<file path="config.mk">
export PLATFORM = sky130hd
export DESIGN_NAME = ifetch_prefetch_queue_flat
export DESIGN_NICKNAME = d
export VERILOG_FILES = /design/src/rtl/ifq_pkg.sv /design/src/rtl/ifetch_prefetch_queue_if.sv /design/src/rtl/ifq_chk.sv /design/src/rtl/ifq_fifo.sv /design/src/rtl/ifetch_prefetch_queue.sv /design/src/flat_wrapper.sv
export SDC_FILE = /design/constraint.sdc
export NUM_CORES = 1
export LEC_CHECK = 0
export CAP_MARGIN = 20
export CORE_UTILIZATION = 50
export DETAILED_ROUTE_END_ITERATION = 8
export PLACE_DENSITY = 0.86
export SETUP_SLACK_MARGIN = 0.1
export SLEW_MARGIN = 20
export SYNTH_ARGS = -nofsm -noshare
export SYNTH_HDL_FRONTEND = slang
export SYNTH_SLANG_ARGS = --single-unit
</file>
<file path="constraint.sdc">
create_clock -name clk -period 2.2 [get_ports clk]
set_clock_uncertainty 0.1 [all_clocks]
set_input_delay 0.33 -clock clk [delete_from_list [all_inputs] [get_ports clk]]
set_output_delay 0.33 -clock clk [all_outputs]
set_load 0.01 [all_outputs]
</file>
<file path="src/rtl/ifq_pkg.sv">
// Shared types and helpers for the instruction prefetch queue.
// Holds the word/PC widths, the queue entry layout and a ceil-log2 helper.
package ifq_pkg;
    localparam int IW_W = 16;
    localparam int PC_W = 16;

    typedef struct packed {
        logic [PC_W-1:0] pc;
        logic [IW_W-1:0] iw;
    } ifq_entry_t;

    function automatic int clog2(input int value);
        int result;
        result = 0;
        for (int i = 0; i < 31; i++) begin
            if ((32'sd1 << i) < value) begin
                result = i + 1;
            end
        end
        return result;
    endfunction
endpackage

</file>
<file path="src/rtl/ifetch_prefetch_queue_if.sv">
// Memory-side request/response bus and IF-side instruction handshake of the prefetch queue.
// The master modport is the queue; the slave modport is memory plus the IF stage.
interface ifetch_prefetch_queue_if import ifq_pkg::*; #(
    parameter int DEPTH = 4
);
    localparam int QW = clog2(DEPTH) + 1;

    logic            imem_req;
    logic [PC_W-1:0] imem_addr;
    logic            imem_gnt;
    logic            imem_rvalid;
    logic [IW_W-1:0] imem_rdata;
    logic            iw_valid;
    logic [IW_W-1:0] iw;
    logic [PC_W-1:0] iw_pc;
    logic            iw_ready;
    logic [QW-1:0]   q_count;

    modport master (
        output imem_req, imem_addr,
        input  imem_gnt, imem_rvalid, imem_rdata,
        output iw_valid, iw, iw_pc, q_count,
        input  iw_ready
    );

    modport slave (
        input  imem_req, imem_addr,
        output imem_gnt, imem_rvalid, imem_rdata,
        input  iw_valid, iw, iw_pc, q_count,
        output iw_ready
    );
endinterface

</file>
<file path="src/rtl/ifq_chk.sv">
// Property checkers for the prefetch queue: FIFO overflow and counter consistency.
// Bound in by instantiation from the FIFO and the top level.
module ifq_fifo_chk (
    input logic clk,
    input logic rst_n,
    input logic clr,
    input logic push,
    input logic pop_en,
    input logic full
);
    a_no_overflow: assert property (@(posedge clk) disable iff (!rst_n)
        !(push && full && !pop_en && !clr));
endmodule

module ifq_top_chk #(
    parameter int OW = 2
) (
    input logic          clk,
    input logic          rst_n,
    input logic [OW-1:0] outstanding,
    input logic [OW-1:0] discard,
    input logic [OW-1:0] tag_count
);
    a_discard_bounded: assert property (@(posedge clk) disable iff (!rst_n)
        discard <= outstanding);
    a_tags_aligned: assert property (@(posedge clk) disable iff (!rst_n)
        tag_count == outstanding);
endmodule

</file>
<file path="src/rtl/ifq_fifo.sv">
// Generic synchronous FIFO with clear, push, pop, combinational head and occupancy.
// The head reads as zero when empty so consumers never see stale storage.
module ifq_fifo import ifq_pkg::*; #(
    parameter int  DEPTH = 4,
    parameter int  W     = 32,
    localparam int PW    = (DEPTH > 1) ? clog2(DEPTH) : 1,
    localparam int CW    = clog2(DEPTH) + 1
) (
    input  logic          clk,
    input  logic          rst_n,
    input  logic          clr,
    input  logic          push,
    input  logic          pop,
    input  logic [W-1:0]  din,
    output logic [W-1:0]  dout,
    output logic [CW-1:0] count
);
    localparam logic [CW-1:0] DEPTH_C = CW'(DEPTH);
    localparam logic [PW-1:0] LAST_C  = PW'(DEPTH - 1);

    logic [W-1:0]  mem_r [DEPTH];
    logic [PW-1:0] wr_ptr_r;
    logic [PW-1:0] rd_ptr_r;
    logic [CW-1:0] count_r;
    logic          empty_s;
    logic          full_s;
    logic          push_en_s;
    logic          pop_en_s;

    function automatic logic [PW-1:0] ptr_inc(input logic [PW-1:0] p);
        return (p == LAST_C) ? {PW{1'b0}} : p + PW'(1);
    endfunction

    // Effective push/pop qualification from occupancy.
    always_comb begin
        empty_s   = (count_r == {CW{1'b0}});
        full_s    = (count_r == DEPTH_C);
        pop_en_s  = pop && !empty_s;
        push_en_s = push && (!full_s || pop_en_s);
        dout      = empty_s ? {W{1'b0}} : mem_r[rd_ptr_r];
    end

    // Pointer and occupancy registers; clear has priority over push/pop.
    always_ff @(posedge clk or negedge rst_n) begin
        if (!rst_n) begin
            wr_ptr_r <= {PW{1'b0}};
            rd_ptr_r <= {PW{1'b0}};
            count_r  <= {CW{1'b0}};
        end else if (clr) begin
            wr_ptr_r <= {PW{1'b0}};
            rd_ptr_r <= {PW{1'b0}};
            count_r  <= {CW{1'b0}};
        end else begin
            if (push_en_s) wr_ptr_r <= ptr_inc(wr_ptr_r);
            if (pop_en_s)  rd_ptr_r <= ptr_inc(rd_ptr_r);
            count_r <= count_r + CW'(push_en_s) - CW'(pop_en_s);
        end
    end

    // Entry storage; unreset because the head is masked while empty.
    always_ff @(posedge clk) begin
        if (push_en_s && !clr) begin
            mem_r[wr_ptr_r] <= din;
        end
    end

    assign count = count_r;

    ifq_fifo_chk u_chk (
        .clk    (clk),
        .rst_n  (rst_n),
        .clr    (clr),
        .push   (push),
        .pop_en (pop_en_s),
        .full   (full_s)
    );
endmodule

</file>
<file path="src/rtl/ifetch_prefetch_queue.sv">
// Decoupled instruction prefetch unit: credit-limited in-order memory requests,
// a PC tag queue for in-flight requests, and an instruction FIFO toward IF.
module ifetch_prefetch_queue import ifq_pkg::*; #(
    parameter int              DEPTH    = 4,
    parameter int              MAX_OUT  = 2,
    parameter logic [PC_W-1:0] RESET_PC = 16'h0000
) (
    input  logic            clk,
    input  logic            reset_n,
    input  logic            redirect,
    input  logic [PC_W-1:0] redirect_pc,
    input  logic            halt,
    ifetch_prefetch_queue_if.master bus
);
    localparam int QW = clog2(DEPTH) + 1;
    localparam int OW = clog2(MAX_OUT) + 1;
    localparam int SW = QW + 1;
    localparam logic [OW-1:0] MAX_OUT_C = OW'(MAX_OUT);
    localparam logic [SW-1:0] DEPTH_C   = SW'(DEPTH);

    logic [PC_W-1:0] fetch_pc_r;
    logic [OW-1:0]   outstanding_r;
    logic [OW-1:0]   discard_r;
    logic [QW-1:0]   q_count_s;
    logic [OW-1:0]   tag_count_s;
    logic [PC_W-1:0] tag_pc_s;
    logic [SW-1:0]   occupancy_s;
    logic            req_s;
    logic            grant_s;
    logic            keep_s;
    logic            pop_s;
    ifq_entry_t      push_entry_s;
    ifq_entry_t      head_entry_s;

    // Issue credit check and response routing.
    always_comb begin
        occupancy_s     = SW'(q_count_s) + SW'(outstanding_r);
        req_s           = reset_n && !redirect && !halt &&
                          (outstanding_r < MAX_OUT_C) && (occupancy_s < DEPTH_C);
        grant_s         = req_s && bus.imem_gnt;
        keep_s          = bus.imem_rvalid && (discard_r == {OW{1'b0}}) && !redirect;
        pop_s           = bus.iw_ready && !redirect;
        push_entry_s.pc = tag_pc_s;
        push_entry_s.iw = bus.imem_rdata;
    end

    // Fetch address: redirect wins, otherwise advance on each grant.
    always_ff @(posedge clk or negedge reset_n) begin
        if (!reset_n) begin
            fetch_pc_r <= RESET_PC;
        end else if (redirect) begin
            fetch_pc_r <= redirect_pc;
        end else if (grant_s) begin
            fetch_pc_r <= fetch_pc_r + PC_W'(1);
        end
    end

    // In-flight and to-be-dropped response counters. A redirect marks every
    // response still owed after this cycle as stale.
    always_ff @(posedge clk or negedge reset_n) begin
        if (!reset_n) begin
            outstanding_r <= {OW{1'b0}};
            discard_r     <= {OW{1'b0}};
        end else begin
            outstanding_r <= outstanding_r + OW'(grant_s) - OW'(bus.imem_rvalid);
            if (redirect) begin
                discard_r <= outstanding_r - OW'(bus.imem_rvalid);
            end else if (bus.imem_rvalid && (discard_r != {OW{1'b0}})) begin
                discard_r <= discard_r - OW'(1);
            end
        end
    end

    ifq_fifo #(.DEPTH(DEPTH), .W($bits(ifq_entry_t))) u_queue (
        .clk   (clk),
        .rst_n (reset_n),
        .clr   (redirect),
        .push  (keep_s),
        .pop   (pop_s),
        .din   (push_entry_s),
        .dout  (head_entry_s),
        .count (q_count_s)
    );

    ifq_fifo #(.DEPTH(MAX_OUT), .W(PC_W)) u_tags (
        .clk   (clk),
        .rst_n (reset_n),
        .clr   (1'b0),
        .push  (grant_s),
        .pop   (bus.imem_rvalid),
        .din   (fetch_pc_r),
        .dout  (tag_pc_s),
        .count (tag_count_s)
    );

    assign bus.imem_req  = req_s;
    assign bus.imem_addr = fetch_pc_r;
    assign bus.iw_valid  = (q_count_s != {QW{1'b0}});
    assign bus.iw        = head_entry_s.iw;
    assign bus.iw_pc     = head_entry_s.pc;
    assign bus.q_count   = q_count_s;

    ifq_top_chk #(.OW(OW)) u_chk (
        .clk         (clk),
        .rst_n       (reset_n),
        .outstanding (outstanding_r),
        .discard     (discard_r),
        .tag_count   (tag_count_s)
    );
endmodule
</file>
<file path="src/flat_wrapper.sv">
// flat-port wrapper written by rule: the top's interface ports become plain ports
module ifetch_prefetch_queue_flat import ifq_pkg::*;
#(
    parameter int              DEPTH    = 4,
    parameter int              MAX_OUT  = 2,
    parameter logic [PC_W-1:0] RESET_PC = 16'h0000
)
  (clk, reset_n, redirect, redirect_pc, halt, bus_imem_req, bus_imem_addr, bus_imem_gnt, bus_imem_rvalid, bus_imem_rdata, bus_iw_valid, bus_iw, bus_iw_pc, bus_q_count, bus_iw_ready);
  ifetch_prefetch_queue_if #(.DEPTH(DEPTH)) bus_i ();
  input  logic clk;
  input  logic reset_n;
  input  logic redirect;
  input  logic [PC_W-1:0] redirect_pc;
  input  logic halt;
  output wire logic [$bits(bus_i.imem_req)-1:0] bus_imem_req;
  output wire logic [$bits(bus_i.imem_addr)-1:0] bus_imem_addr;
  input wire logic [$bits(bus_i.imem_gnt)-1:0] bus_imem_gnt;
  input wire logic [$bits(bus_i.imem_rvalid)-1:0] bus_imem_rvalid;
  input wire logic [$bits(bus_i.imem_rdata)-1:0] bus_imem_rdata;
  output wire logic [$bits(bus_i.iw_valid)-1:0] bus_iw_valid;
  output wire logic [$bits(bus_i.iw)-1:0] bus_iw;
  output wire logic [$bits(bus_i.iw_pc)-1:0] bus_iw_pc;
  output wire logic [$bits(bus_i.q_count)-1:0] bus_q_count;
  input wire logic [$bits(bus_i.iw_ready)-1:0] bus_iw_ready;
  assign bus_imem_req = bus_i.imem_req;
  assign bus_imem_addr = bus_i.imem_addr;
  assign bus_i.imem_gnt = bus_imem_gnt;
  assign bus_i.imem_rvalid = bus_imem_rvalid;
  assign bus_i.imem_rdata = bus_imem_rdata;
  assign bus_iw_valid = bus_i.iw_valid;
  assign bus_iw = bus_i.iw;
  assign bus_iw_pc = bus_i.iw_pc;
  assign bus_q_count = bus_i.q_count;
  assign bus_i.iw_ready = bus_iw_ready;
  ifetch_prefetch_queue #(.DEPTH(DEPTH), .MAX_OUT(MAX_OUT), .RESET_PC(RESET_PC)) u_core (.clk(clk), .reset_n(reset_n), .redirect(redirect), .redirect_pc(redirect_pc), .halt(halt), .bus(bus_i));
endmodule
</file>
==> impl_metrics.env <==
export IMPL_async_reset_ff_share_pct=16.2
export IMPL_cpMaxStageDelayCell="mux4_2"
export IMPL_path_cells="buf_6 > buf_8 > buf_16 > mux4_2 > and2_4 > buf_6"
export IMPL_synth_area_sq_um=7870
export IMPL_vias_per_cell=5.55
export IMPL_cp_max_fo=5
export IMPL_finalInstanceArea_sq_um=10400
export IMPL_dr_first_iter_drc_count=363
export IMPL_yosys_warnings=0
export IMPL_p_leak_nw=3.77
export IMPL_portBuffers=91
export IMPL_intPower_w=0.00819
export IMPL_rows=45
export IMPL_power_switching_w=0.00327
export IMPL_place_hpwl_um=9710
export IMPL_pwr_share_clk_pct=24.9
export IMPL_cts_tree="yes"
export IMPL_die_area_sq_um=16200
export IMPL_io_pins=92
export IMPL_synth_top_cell_area_share_pct=61.1
export IMPL_initial_core_util_pct=51.6
export IMPL_antenna_found_initial=0
export IMPL_setup_worst_path_end_class="output port"
export IMPL_violations="negative setup slack"
export IMPL_finalMaxSlewViolations=0
export IMPL_synthTopCellsByCount="edfxtp_1 (160), and2_1 (38), nor2_1 (36)"
export IMPL_cts_hold_buf=0
export IMPL_p_sw_share_pct=28.5
export IMPL_power_frac_seq_pct=39.8
export IMPL_required_ns=1.77
export IMPL_start_kind="flop"
export IMPL_fin_crit_sh_pct=110
export IMPL_drc=0
export IMPL_rsz0062_at_grt="true"
export IMPL_grt_pass1_vias=4857
export IMPL_tightest_slew_ns=0.426
export IMPL_critPathKind="reg -> out"
export IMPL_vias=4658
export IMPL_setup_ws_ns=-0.223
export IMPL_cpPeakStageDelay_ns=0.50
export IMPL_cts_num_sinks=191
export IMPL_fmax_mhz=413
export IMPL_place_area_sq_um=9310
export IMPL_clk_pin_slew_ns=0.07
export IMPL_die_h_um=127
export IMPL_ff2ff_path_depth=9
export IMPL_antenna_cells=0
export IMPL_synth_distinct_cells=41
export IMPL_grt_use_total_pct=20.9
export IMPL_synthCells=472
export IMPL_grt_pass1_wl_um=24800
export IMPL_ys_seq_area_share_pct=70.9
export IMPL_routedWlPerCell_um=19.4
export IMPL_maxCapViolations=0
export IMPL_syn2layout_area_growth_pct=32.1
export IMPL_max_slew_margin_rel_pct=71.4
export IMPL_vdd_drop_max_mv=0.641
export IMPL_first_pass_iters=5
export IMPL_synth_seq_cells=191
export IMPL_syn_nets=525
export IMPL_cts_max_level=4
export IMPL_insertion_delay_ns=0.43
export IMPL_nets=669
export IMPL_critPathMostFrequentCell="buf_6"
export IMPL_power_frac_comb_pct=35.3
export IMPL_ff2ff_setup_slack_ns=-0.05
export IMPL_fp_dieW_um=127
export IMPL_overflow=0
export IMPL_hold_viol_final=0
export IMPL_gp_congestion=0.855
export IMPL_clock_root_buffer="clkbuf_16"
export IMPL_timing_hold_ws_ns=0.281
export IMPL_final_fill_count=973
export IMPL_totalWireLength_um=16300
export IMPL_clockBufferDepth=2
export IMPL_synthTopCellsByArea="edfxtp_1 (61%), dfrtp_1 (9.9%), mux4_2 (9.2%), and2_1 (3.0%), mux2i_1 (2.2%)"
export IMPL_hp_class="in -> async"
export IMPL_cts_buffers=17
export IMPL_synth_most_common_cell="edfxtp_1"
export IMPL_synth_avg_cell_area_sq_um=16.7
export IMPL_synthFlopType="edfxtp_1"
export IMPL_core_sq_um=15300
export IMPL_cp_arrival_ns=1.99
export IMPL_grt_max_degree=35
export IMPL_status="complete, but fails checks"
export IMPL_synth_edff_count=160
export IMPL_period_needed_ns=2.42
export IMPL_drive_gt1_share_pct=33.3
export IMPL_setup_viol=35
export IMPL_power_density_nw_per_um2=1100
export IMPL_ant_nets=0
export IMPL_synth_area_leader_cell="edfxtp_1"
==> layout make-up <==
class	instances	area, sq um	area share, %
Tap cell	211	264	2.54
Clock buffer	19	433	4.17
Timing Repair Buffer	148	1610	15.5
Clock inverter	12	113	1.08
Inverter	13	48.8	0.470
Sequential cell	191	5580	53.7
Multi-Input combinational cell	245	2340	22.5
==> metal layers <==
metal / wire [um] / track usage (%) / up-vias
met4: 301 / 8.89 / 0
met5: 0 / 0 / -
li1: - / - / 2093
met3: 1000 / 4.65 / 30
met1: 6290 / 24.9 / 2329
met2: 8700 / 36.8 / 206
==> worst max-delay path: cells and delay by family, from the launching register on <==
kind,cells,cell delay [ns]
mux,1,0.50
flops,1,0.38
buf+inv,4,0.52
simple gates,1,0.15
==> sequential cells by signal, summed over array words and instances (netlist names) <==
register	count
u_core.u_queue.mem_r	128
u_core.bus.imem_addr	16
u_core.u_tags.count	2
u_core.u_tags.mem_r	32
u_core.outstanding_r	2
u_core.u_queue.wr_ptr_r	2
u_core.discard_r	2
u_core.u_queue.rd_ptr_r	2
u_core.u_tags.rd_ptr_r	1
u_core.u_queue.count	3
u_core.u_tags.wr_ptr_r	1
==> power by group through the flow <==
stage               registers (W)  clock network, W  logic, W
global placement          0.00460                 0   0.00301
CTS                       0.00454           0.00288   0.00381
finish                    0.00456           0.00285   0.00405
floorplan                 0.00457                 0   0.00180
global route              0.00459           0.00301   0.00433
detailed placement        0.00463                 0   0.00311
==> cell usage in the layout, fill, tap and decap left out, drive strengths merged <==
cell type and instances:
nor4b 2, nor3 2, xor2 4, a21oi 10
nand4 5, o211ai 1, bufinv 1, ha 13
and3 2, mux2i 17, nor4 3, nor2 36
mux4 32, edfxtp 160, or3 2, clkinv 5
o31ai 1, nand2b 2, nor2b 3, a31oi 2
a211oi 1, a221o 2, a41oi 2, inv 17
nand3 9, xnor2 7, nor3b 3, and2 38
clkdlybuf4s50 57, dfrtp 31, clkinvlp 2, o21ai 16
clkbuf 21, a21o 1, o311ai 8, fa 1
nand2 20, buf 89
==> worst paths after layout <==
check                                           startpoint                      end
worst max-delay path            u_core.u_queue.rd_ptr_r[0]                bus_iw[7]
worst min-delay path                               reset_n      u_core.discard_r[1]
worst max register to register     u_core.u_queue.count[0]  u_core.u_queue.count[1]
worst min register to register      u_core.u_tags.rd_ptr_r   u_core.u_tags.rd_ptr_r
max in group asynchronous                          reset_n  u_core.u_queue.count[1]
min in group clk                            redirect_pc[8]  u_core.bus.imem_addr[8]
==> cells by family (layout without fill, tap and decap cells) <==
family	count (synthesis)	in the layout	share of synthesized area, %
AO/OA/AOI/OAI	44	44	3.61
XOR/XNOR	11	11	1.22
adder cells (fa/ha/maj)	14	14	2.32
buffers and inverters	36	192	1.97
flip-flops	191	191	70.9
multiplexers	49	49	11.3
AND/OR/NAND/NOR	127	127	8.60
==> through the flow <==
stage / total power (W) / utilization [%] / setup WS [ns] / cells / setup TNS [ns]
floorplan: 0.00638 / - / -0.114 / 472 / -0.192
global route: 0.0119 / 68.1 / -0.285 / 839 / -7.18
finish: 0.0115 / 68.1 / -0.223 / 839 / -5.06
CTS: 0.0112 / 66.7 / -0.291 / 836 / -5.77
global placement: 0.00761 / 61.0 / -0.259 / 781 / -5.95
detailed placement: 0.00774 / 61.0 / -0.441 / 781 / -13.27
==> repair_timing <==
action                                  4_1_cts  5_1_grt
buffers inserted                             23        5
cloned                                        2        2
endpoints found under the setup margin       37       77
pin swaps                                    41        9
resized for setup                           203       38
Power figures use the tool's default switching activity.
